`config.mk`:
```
export PLATFORM = sky130hd
export DESIGN_NAME = sel_sequencer
export DESIGN_NICKNAME = d
export VERILOG_FILES = /design/src/rtl/sel_sequencer.sv
export SDC_FILE = /design/constraint.sdc
export NUM_CORES = 1
export LEC_CHECK = 0
export ABC_CLOCK_PERIOD_IN_PS = 3300
export BUFFER_PORTS_ARGS = -buffer_cell sky130_fd_sc_hd__buf_2
export CORE_MARGIN = 3
export CORE_UTILIZATION = 40
export DETAILED_ROUTE_END_ITERATION = 10
export PLACE_DENSITY = 0.61
export SYNTH_ARGS = -nofsm -noshare
export SYNTH_HDL_FRONTEND = slang
export SYNTH_SLANG_ARGS = --single-unit
```
`constraint.sdc`:
```
create_clock -name clk -period 3.3 [get_ports clk]
set_input_delay 0.165 -clock clk [delete_from_list [all_inputs] [get_ports clk]]
set_output_delay 0.165 -clock clk [all_outputs]
set_load 0.01 [all_outputs]
```
`src/rtl/sel_sequencer.sv`:
```
// Registered channel/constant selector with a handshaked scan mode that streams
// a contiguous channel range, optionally terminated by the constant slot.
module sel_sequencer #(
  parameter int unsigned      WIDTH        = 8,
  parameter int unsigned      CHANNELS     = 10,
  parameter int unsigned      SEL_W        = 4,
  parameter logic [WIDTH-1:0] CONST_VAL    = WIDTH'(8'hB7),
  parameter bit               INSERT_CONST = 1'b1
) (
  input  logic                      clk,
  input  logic                      rst,
  input  logic [CHANNELS*WIDTH-1:0] w,
  input  logic [SEL_W-1:0]          sel,
  input  logic                      start,
  input  logic [SEL_W-1:0]          scan_first,
  input  logic [SEL_W-1:0]          scan_last,
  input  logic                      out_ready,
  output logic [WIDTH-1:0]          f,
  output logic [SEL_W-1:0]          f_chan,
  output logic                      f_valid,
  output logic                      busy,
  output logic                      done,
  output logic                      err
);

  localparam logic [1:0] IDLE = 2'd0;
  localparam logic [1:0] EMIT = 2'd1;
  localparam logic [1:0] TERM = 2'd2;

  localparam logic [SEL_W-1:0] CONST_IDX = SEL_W'(CHANNELS);

  // Channel word, constant slot, or zero for out-of-range indices.
  function automatic logic [WIDTH-1:0] slot(input logic [SEL_W-1:0]          i,
                                            input logic [CHANNELS*WIDTH-1:0] words);
    logic [WIDTH-1:0] v;
    v = '0;
    for (int unsigned k = 0; k < CHANNELS; k++) begin
      if (i == SEL_W'(k)) v = words[k*WIDTH +: WIDTH];
    end
    if (i == CONST_IDX) v = CONST_VAL;
    return v;
  endfunction

  logic [1:0]       state, state_n;
  logic [SEL_W-1:0] last_q, last_n;
  logic [WIDTH-1:0] f_n;
  logic [SEL_W-1:0] f_chan_n;
  logic             f_valid_n, busy_n, done_n, err_n;
  logic             hs, req_ok;

  assign hs     = f_valid & out_ready;
  assign req_ok = (scan_first <= scan_last) && (scan_last < CONST_IDX);

  // Next-state and next-output logic.
  always_comb begin
    state_n   = state;
    last_n    = last_q;
    f_n       = f;
    f_chan_n  = f_chan;
    f_valid_n = f_valid;
    busy_n    = busy;
    done_n    = 1'b0;
    err_n     = 1'b0;
    case (state)
      IDLE: begin
        f_n       = slot(sel, w);
        f_chan_n  = sel;
        f_valid_n = 1'b0;
        busy_n    = 1'b0;
        if (start) begin
          if (req_ok) begin
            f_n       = slot(scan_first, w);
            f_chan_n  = scan_first;
            f_valid_n = 1'b1;
            busy_n    = 1'b1;
            last_n    = scan_last;
            state_n   = EMIT;
          end else begin
            err_n = 1'b1;
          end
        end
      end
      EMIT: begin
        if (hs) begin
          if (f_chan < last_q) begin
            f_n      = slot(f_chan + SEL_W'(1), w);
            f_chan_n = f_chan + SEL_W'(1);
          end else if (INSERT_CONST) begin
            f_n      = CONST_VAL;
            f_chan_n = CONST_IDX;
            state_n  = TERM;
          end else begin
            f_valid_n = 1'b0;
            busy_n    = 1'b0;
            done_n    = 1'b1;
            state_n   = IDLE;
          end
        end
      end
      TERM: begin
        if (hs) begin
          f_valid_n = 1'b0;
          busy_n    = 1'b0;
          done_n    = 1'b1;
          state_n   = IDLE;
        end
      end
      default: begin
        f_valid_n = 1'b0;
        busy_n    = 1'b0;
        state_n   = IDLE;
      end
    endcase
  end

  // State and registered outputs.
  always_ff @(posedge clk) begin
    if (rst) begin
      state   <= IDLE;
      last_q  <= '0;
      f       <= '0;
      f_chan  <= '0;
      f_valid <= 1'b0;
      busy    <= 1'b0;
      done    <= 1'b0;
      err     <= 1'b0;
    end else begin
      state   <= state_n;
      last_q  <= last_n;
      f       <= f_n;
      f_chan  <= f_chan_n;
      f_valid <= f_valid_n;
      busy    <= busy_n;
      done    <= done_n;
      err     <= err_n;
    end
  end

endmodule
```
# --- Word-level counts from Yosys, hierarchy flattened ---
# Cells that the tools add are included.
classes:
  magnitude_cmp: 3
  eq_ne: 37
  div: 0
  shifts: 0
  n_mul: 0
  muxes: 55
  n_addsub: 1
  n_reduce_logical: 12
  bitwise: 5
ops:
  columns: ["op", "count"]
  rows:
  - ["2-to-1 mux 8 bit", 37]
  - ["equality test 4 x 3 -> 1 bit (second input constant)", 12]
  - ["equality test 4 bit (second input constant)", 9]
  - ["equality test 4 x 2 -> 1 bit (second input constant)", 6]
  - ["2-to-1 mux 4 bit", 4]
  - ["one-hot mux 8 bit (2 select lines)", 1]
  - ["equality test 4 x 1 -> 1 bit (second input constant)", 3]
  - ["zero test 4 bit", 3]
  - ["2-to-1 mux 2 bit", 5]
  - ["!= test 2 bit (second input constant)", 5]
  - ["one-hot mux 4 bit (2 select lines)", 1]
  - ["one-hot mux 2 bit (3 select lines)", 1]
  - ["2-to-1 mux 1 bit", 5]
  - ["AND reduction 5 bit", 1]
  - ["adder 4 x 1 -> 4 bit (second input constant)", 1]
  - ["<= comparator 4 bit", 1]
  - ["less-than comparator 4 bit", 1]
  - ["less-than comparator 4 bit (second input constant)", 1]
  - ["inverter 1 bit", 4]
  - ["AND reduction 2 bit", 2]
  - ["one-hot mux 1 bit (3 select lines)", 1]
  - ["AND reduction 3 bit", 1]
  - ["OR reduction 3 bit", 1]
  - ["equality test 2 x 1 -> 1 bit (second input constant)", 1]
  - ["other kinds (6)", 6]
word_totals:
  n_memories: 0
  register_bits: 21
  latch_bits: 0
  mem_bits_ro: 0
  mem_bits_rw: 0
  out_inout_bits: 16
  in_bits: 96
  wordCells: 120

# --- Logic depth before layout (Yosys ltp) ---
# Gate-level depths: netlist of run 1.
depth:
  depth_word: 16
  depth_mapped: 12

# --- Least setup slack after synthesis of run 1 ---
# No wires, ideal clock.
synth_path:
  path_type: "input port to flip-flop"
  startpoint: "input scan_first[0]"
  endpoint: "register f[2]"
  arrival_time_ns: 2.364
  path_buffers: 2
  path_stages: 11
  path_slack_ns: 0.820
  cell_sequence: "buf_2 -> buf_4 -> clkinv_1 -> ha_1 -> nand2_1 -> o2111a_1 -> nor3_4 -> o311ai_0 -> a2111oi_0 -> a211o_1 -> a21oi_1"
synth_between:
  elab_chain_cells: 15
  elab_cells_between_ends: 27
  classes_between: "order compare (1); eq/ne (10); mux (14); reduce/logical (2)"
synth_rtl:
  columns: ["item", "line", "rtl"]
  rows:
  - ["from (decl)", "15", "input logic [SEL_W-1:0] scan_first,"]
  - ["zero test 4 bit", "38", "if (i == SEL_W'(k)) v = words[k*WIDTH +: WIDTH];"]
  - ["2-to-1 mux 8 bit (10 in series)", "38", null]
  - ["2-to-1 mux 8 bit", "40", "if (i == CONST_IDX) v = CONST_VAL;"]
  - ["2-to-1 mux 8 bit *", "71", "if (req_ok) begin"]
  - ["2-to-1 mux 8 bit *", "70", "if (start) begin"]
  - ["one-hot mux 8 bit (2 select lines) *", "64", "case (state)"]
  - ["to (signal assigned)", "130", "f <= f_n;"]
  - ["to (decl)", "18", "output logic [WIDTH-1:0] f,"]
# Mark *: on every way between the ends. The rest lies on a longest branch, timed or not.
# A chain may end at the register's enable or synchronous reset.

# --- Final worst setup path of run 1 ---
layout_path:
  startpoint: "register f_chan[1]"
  endpoint: "register f[6]"
layout_between:
  elab_chain_cells: 16
  elab_cells_between_ends: 27
  classes_between: "add/sub (1); order compare (1); eq/ne (10); mux (14); reduce/logical (1)"
layout_rtl:
  columns: ["item", "line", "rtl"]
  rows:
  - ["from (decl)", "19", "output logic [SEL_W-1:0] f_chan,"]
  - ["from (signal assigned)", "131", "f_chan <= f_chan_n;"]
  - ["adder 4 x 1 -> 4 bit", "86", "f_n = slot(f_chan + SEL_W'(1), w);"]
  - ["zero test 4 bit", "38", null]
  - ["2-to-1 mux 8 bit (10 in series)", "38", null]
  - ["2-to-1 mux 8 bit", "40", null]
  - ["2-to-1 mux 8 bit *", "85", "if (f_chan < last_q) begin"]
  - ["2-to-1 mux 8 bit *", "84", "if (hs) begin"]
  - ["one-hot mux 8 bit (2 select lines) *", "64", null]
# Mark *: on every way between the ends. The rest lies on a longest branch, timed or not. The select of a mux whose other input is x is not followed.

==> flow_summary_export.csv, run 1 <==
group,metric,value,unit
status,status,"completed",
floorplanning,die_area,10800,um2
floorplanning,chipWidth,104,um
clock_network,cts_tree,"built",
worst_setup_path,critical_path_class,"reg2reg",
worst_setup_path,arrival,2980,ps
timing,rsz0062_at_grt,"false",
global_route,grt_start_max_net_pins,42,
synth,yosysUniqueCellTypes,75,
clock_network,cts_resized,0,
worst_hold_path,holdCritPathClass,"in2reg",
placement,hpwl,13000,um
synth,syn_area,3850,um2
global_route,grt_antenna_before_repair,0,
power,p_leak,1.87,nW
power,peakVddDrop,178,uV
synth,yosysWarnings,0,
final_layout,multi_input_area,3110,um2
synth,async_flop_share,0,%
power,p_comb_share,62.8,%
placement,place_congestion,0.971,
worst_setup_path,path_cells,"ha_1 -> inv_1 -> nor3_1 -> or2_1 -> a221o_1 -> a21oi_1 -> a2111oi_0 -> o41a_1",
clock_network,clkSinkCount,21,
flow_run,maxCapViolCount,0,
clock_network,clockBufferDepth,2,
drt,wl_per_cell,22.4,um
power,p_int,0.689,mW
floorplanning,ios,112,
power,clkPwrFrac,13.2,%
synth,ys.flop_type,"dfxtp_1",
synth,ys_ff_latch,21,
clock_network,clockRootBuffer,"clkbuf_8",
placement,dpl_worst_slack,600,ps
timing,clock.fmax,360,MHz
synth,syn-instance-count,548,
global_route,track_usage,30.4,%
timing,drv_slew,0,
timing,setup_viol,0,
timing,min_period_over_period,84.3,%
power,p_total,1.31,mW
drt,drt_iter0_markers,445,
clock_network,clk_latency,270,ps
power,p_switching,0.623,mW
synth,synth_area_leader_cell,"dfxtp_1",
clock_network,cts_post_setup_buffers_inserted,0,
placement,io_buffers,111,
worst_setup_path,crit_slowest_cell,"dfxtp_1",
synth,synthTopCellsByArea,"dfxtp_1 11%, a21oi_1 6.8%, mux4_2 5.8%, o21ai_0 5.8%, nand2_1 4.6%",
drt,vias,5074,
synth,yosysMostFrequentCell,"a21oi_1",
drt,drc,0,
synth,ys_seq_area_share,10.9,%
drt,ant_nets,0,
drt,wirelength,17000,um
synth,syn_nets,656,
timing,tns,0,ps
floorplanning,core,9280,um2
timing,period_needed,2780,ps
synth,synth_edf_count,0,
power,power_frac_seq,24.0,%
final_layout,stdcell_count,762,
synth,netlist_top_cells_count,"52 x a21oi_1, 47 x nand2_1, 46 x nor2_1",
final_layout,final_net_count,742,
final_layout,seqCellArea,420,um2
timing,clock_skew,10.1,ps
synth,synth_top_cell_area_share,10.9,%
clock_network,ctsHoldBuffers,0,
synth,avgSynthCellArea,7.03,um2
final_layout,diodes,0,
worst_setup_path,cp.required,3500,ps
worst_setup_path,cp-start-kind,"register",
timing,fin_ws,519,ps
clock_network,htree_levels,1,
power,powerDensity,289,nW/um2
global_route,grt_pass1_wl,26500,um
timing,tightest_slew,811,ps
clock_network,cts_buffers,3,
drt,vias_per_cell,6.66,
placement,place_inst,758,
floorplanning,rows,35,
global_route,grt_pass1_vias,4814,
worst_setup_path,critPathMaxStageDelay,560,ps
timing,final_hold_viol_count,0,
drt,firstDrtPassIters,8,
final_layout,drive_gt1_share,26.4,%
floorplanning,die-height,104,um
final_layout,n_fill_cell,976,
worst_setup_path,cp-end-kind,"register",
timing,hold_ws,162,ps
global_route,globalRouteOverflowTotal,0,
final_layout,area_delta_synth_final,17.7,%
timing,slew_headroom,45.5,%
clock_network,clk_pin_slew,80,ps
floorplanning,start_util,41.5,%
worst_setup_path,worst-path-max-fanout,15,
power,p_sw_share,47.5,%
-- per-layer routing --
layer | vias to the layer above | track usage (%) | share of wire, % | wire length, um
met5 | - | 0 | 0 | 0
met4 | 0 | 13.2 | 5.0 | 860
met3 | 67 | 5.28 | 8.7 | 1490
met2 | 313 | 50.8 | 46 | 7910
met1 | 2398 | 38.4 | 40 | 6770
li1 | 2296 | - | - | -
-- through the flow --
step	instance area [um2]	util (%)
after global routing	4530	48.8
after global placement	4490	48.3
after floorplan	3850	-
final	4530	48.8
after detailed placement	4490	48.3
after CTS	4530	48.8
-- flip-flops by register name, indices dropped and copies added, names as in the netlist --
| name | flops |
|---|---|
| f | 8 |
| f_chan | 4 |
| last_q | 4 |
| state | 2 |
| busy | 1 |
| done | 1 |
| err | 1 |
-- kinds of logic after synthesis --
logic type | synth area share [%]
compound gates | 40.6
xor+xnor | 0.455
fa+ha+maj | 3.90
buf+inv | 8.42
flops | 10.9
mux | 12.7
simple gates | 23.0
-- power groups by stage --
stage	logic, mW	registers [mW]	clock network, mW
2_1_floorplan	0.510	0.321	0
3_3_place_gp	0.806	0.319	0
3_5_place_dp	0.811	0.321	0
4_1_cts	0.815	0.315	0.182
5_1_grt	0.896	0.320	0.190
6_report	0.825	0.315	0.173
-- layout by cell type, fill, tap and decap left out, types with 6 or more instances in the layout --
cell / Yosys / layout
a21o_1: 7 / 7
a21oi_1: 52 / 52
a221o_1: 8 / 8
a221oi_1: 14 / 14
a22oi_1: 12 / 12
buf_2: 13 / 111
buf_4: 3 / 18
dfxtp_1: 21 / 21
ha_1: 12 / 12
inv_1: 25 / 25
mux2_2: 11 / 11
mux2i_1: 14 / 14
mux4_2: 10 / 10
nand2_1: 47 / 47
nand2b_1: 12 / 12
nand3_1: 18 / 18
nand3b_1: 10 / 10
nor2_1: 46 / 46
nor2b_1: 7 / 7
nor3_1: 14 / 14
nor4_1: 6 / 6
o21ai_0: 45 / 45
o221ai_1: 10 / 10
o22ai_1: 9 / 9
-- layout make-up --
cell class | instances | share of cell area (%)
Sequential cell | 21 | 9.27
Tap cell | 129 | 3.56
Clock buffer | 3 | 0.911
Inverter | 29 | 2.40
Clock inverter | 1 | 0.110
Multi-Input combinational cell | 450 | 68.5
Timing Repair Buffer | 129 | 15.2
-- final timing paths --
path | endpoint | start | depth (start not counted) | slack, ps
min | err | start | 3 | 160
max reg2reg | f[6] | f_chan[1] | 8 | 520
max | f[6] | f_chan[1] | 8 | 520
min reg2reg | f[5] | f[5] | 2 | 450
-- worst max-delay path, delay by kind of cell, from the launching register on --
kind | cells | cell delay, ps
adders and majority gates | 1 | 410
and+or+nand+nor | 2 | 720
buffers and inverters | 1 | 160
DFF | 1 | 560
AOI/OAI and AO/OA | 4 | 880
Power figures use the tool's default switching activity.
==> run 2: changes to the inputs <==
--- a/config.mk
+++ b/config.mk
@@ -5,12 +5,13 @@
 export SDC_FILE = /design/constraint.sdc
 export NUM_CORES = 1
 export LEC_CHECK = 0
-export ABC_CLOCK_PERIOD_IN_PS = 3300
+export ABC_AREA = 1
+export ABC_CLOCK_PERIOD_IN_PS = 2420
 export BUFFER_PORTS_ARGS = -buffer_cell sky130_fd_sc_hd__buf_2
 export CORE_MARGIN = 3
 export CORE_UTILIZATION = 40
 export DETAILED_ROUTE_END_ITERATION = 10
-export PLACE_DENSITY = 0.61
+export PLACE_DENSITY = 0.65
 export SYNTH_ARGS = -nofsm -noshare
 export SYNTH_HDL_FRONTEND = slang
 export SYNTH_SLANG_ARGS = --single-unit
==> constraint.sdc (replaced) <==
create_clock -name clk -period 2.42 [get_ports clk]
set_input_delay 0.121 -clock clk [delete_from_list [all_inputs] [get_ports clk]]
set_output_delay 0.121 -clock clk [all_outputs]
set_load 0.01 [all_outputs]
==> flow_summary_export.csv, run 2 <==
group,metric,value,unit
timing,clock_skew,6.50,ps
drt,ant_nets,0,
clock_network,cts_post_setup_buffers_inserted,0,
clock_network,cts_tree,"built",
global_route,globalRouteOverflowTotal,0,
clock_network,cts_buffers,3,
synth,yosysMostFrequentCell,"nand2_1",
floorplanning,start_util,41.5,%
placement,hpwl,11700,um
clock_network,clk_latency,270,ps
synth,avgSynthCellArea,5.19,um2
final_layout,top_register,"f",
final_layout,n_fill_cell,948,
floorplanning,die_area,9720,um2
synth,yosysWarnings,0,
floorplanning,rows,33,
worst_setup_path,critical_path_class,"reg2reg",
synth,async_flop_share,0,%
global_route,track_usage,27.9,%
synth,ys_ff_latch,21,
synth,synth_area_leader_cell,"nand2_1",
synth,ys.flop_type,"dfxtp_1",
placement,place_congestion,0.931,
timing,min_period_over_period,91.4,%
clock_network,ctsHoldBuffers,0,
synth,ys_seq_area_share,12.3,%
drt,drc,0,
worst_setup_path,arrival,2370,ps
global_route,grt_antenna_before_repair,0,
global_route,grt_pass1_vias,4477,
worst_setup_path,rrSetupSlack,210,ps
drt,drt_iter0_markers,487,
drt,vias_per_cell,5.45,
worst_setup_path,critPathMaxStageDelay,550,ps
synth,syn-instance-count,661,
power,p_total,3.37,mW
worst_setup_path,cp-start-kind,"register",
timing,tightest_slew,757,ps
drt,firstDrtPassIters,5,
global_route,grt_pass1_wl,22100,um
synth,syn_nets,769,
floorplanning,chipWidth,98.6,um
final_layout,layout_common_cells,"226 x nand2_1, 111 x buf_2, 99 x inv_1",
worst_setup_path,path_cells,"nand4_1 -> nand2_4 -> nand3_2 -> buf_4 -> o21ai_0 -> inv_1 -> nand2_1 -> nand3_1 -> nand2_1 -> nand2_1 -> nand2_1 -> nand2_1 -> nand2_1 -> nand2_1 -> nand2_1 -> a21oi_1",
final_layout,largest_register_ffs,8,
timing,tns,0,ps
worst_setup_path,worst-path-max-fanout,9,
timing,clock.fmax,452,MHz
clock_network,clockBufferDepth,2,
global_route,grt_start_max_net_pins,15,
timing,drv_slew,0,
final_layout,reg_top3,"f (8), f_chan (4), last_q (4)",
clock_network,htree_levels,1,
status,status,"completed",
floorplanning,ios,112,
placement,io_buffers,111,
final_layout,final_common_cell,"nand2_1",
synth,netlist_top_cells_count,"226 x nand2_1, 100 x inv_1, 74 x a21oi_1",
clock_network,clkSinkCount,21,
drt,vias,4868,
worst_setup_path,cp-end-kind,"register",
drt,wl_per_cell,15.9,um
worst_setup_path,cp.required,2580,ps
timing,setup_viol,0,
final_layout,stdcell_count,894,
placement,place_inst,890,
synth,yosysUniqueCellTypes,34,
flow_run,maxCapViolCount,0,
synth,synth_edf_count,0,
placement,placed_area,4240,um2
worst_setup_path,cp.buffers_inverters,2,
timing,period_needed,2210,ps
worst_hold_path,holdCritPathClass,"in2reg",
synth,syn_area,3430,um2
final_layout,final_net_count,898,
power,peakVddDrop,242,uV
timing,rsz0062_at_grt,"false",
worst_setup_path,crit_slowest_cell,"dfxtp_1",
clock_network,clockRootBuffer,"clkbuf_8",
power,p_leak,2.27,nW
clock_network,clk_pin_slew,80,ps
worst_setup_path,path_delay_family,"simple AND/OR/NAND/NOR gates",
final_layout,drive_gt1_share,20.3,%
power,powerDensity,784,nW/um2
final_layout,area_delta_synth_final,25.5,%
worst_setup_path,worst_path_most_repeated_cell,"nand2_1",
synth,synthTopCellsByArea,"nand2_1 25%, dfxtp_1 12%, inv_1 11%, a21oi_1 11%, nand3_1 7.7%",
final_layout,stdcell_area,4300,um2
floorplanning,die-height,98.6,um
synth,synth_top_cell_area_share,24.7,%
final_layout,diodes,0,
timing,final_hold_viol_count,0,
drt,wirelength,14200,um
floorplanning,core,8260,um2
timing,slew_headroom,49.2,%
==> run 2: cell type report <==
cell class,instances,area (um2),area share [%]
multi-input cells,521,2550,59.3
repair buffers,136,743,17.3
flip-flops and latches,21,422,9.80
inverters,107,408,9.48
well taps,105,131,3.05
clock buffers,3,41.3,0.960
clock inverters,1,5.00,0.116
==> run 2: worst paths after layout <==
path / start / endpoint / depth (start not counted)
worst max-delay path: f_chan[2] / f[4] / 16
worst min-delay path: start / err / 3
worst max register to register: f_chan[2] / f[4] / 16
worst min register to register: last_q[3] / last_q[3] / 2
==> run 2: logic make-up (layout without fill, tap and decap cells) <==
family,count (synthesis),count (layout),share of synthesized area [%]
flip-flops,21,21,12.3
AO/OA/AOI/OAI,145,145,22.7
adder cells (fa/ha/maj),12,12,4.38
buffers and inverters,119,247,13.7
AND/OR/NAND/NOR,363,363,46.5
XOR/XNOR,1,1,0.474
==> run 2: report_power, final <==
group	internal [mW]	leakage, nW	total (mW)	switching (mW)
registers	0.464	0.174	0.559	0.0947
logic	0.935	2.07	2.58	1.64
clock network	0.115	0.0255	0.236	0.121
==> run 2: metrics by stage <==
| step | setup WS (ps) | hold WS (ps) | util, % |
|---|---|---|---|
| after floorplan | 454 | 264 | - |
| after global placement | 260 | 405 | 51.3 |
| after detailed placement | 197 | 407 | 51.3 |
| after CTS | 177 | 123 | 51.9 |
| after global routing | 29.0 | 124 | 52.1 |
| final | 208 | 127 | 52.1 |
==> run 2: routing by layer <==
metal / track usage, % / vias to the layer above / share of wire [%]
li1: - / 2439 / -
met1: 38.1 / 2186 / 42
met2: 46.1 / 223 / 46
met3: 5.31 / 20 / 9.9
met4: 5.25 / 0 / 1.9
met5: 0 / - / 0
==> run 2: timing repair <==
| item | CTS | global route |
|---|---|---|
| endpoints found under the setup margin | 0 | 5 |
| gates resized for setup | 0 | 4 |
| hold endpoints to repair | 0 | 0 |
==> run 2: worst register-to-register path: stages (launching register included) <==
cell,delay [ps]
dfxtp_1,550
nand4_1,210
nand2_4,170
nand3_2,130
buf_4,190
o21ai_0,140
inv_1,50
nand2_1,120
nand3_1,80
nand2_1,60
nand2_1,60
nand2_1,60
nand2_1,80
nand2_1,60
nand2_1,40
nand2_1,50
a21oi_1,50
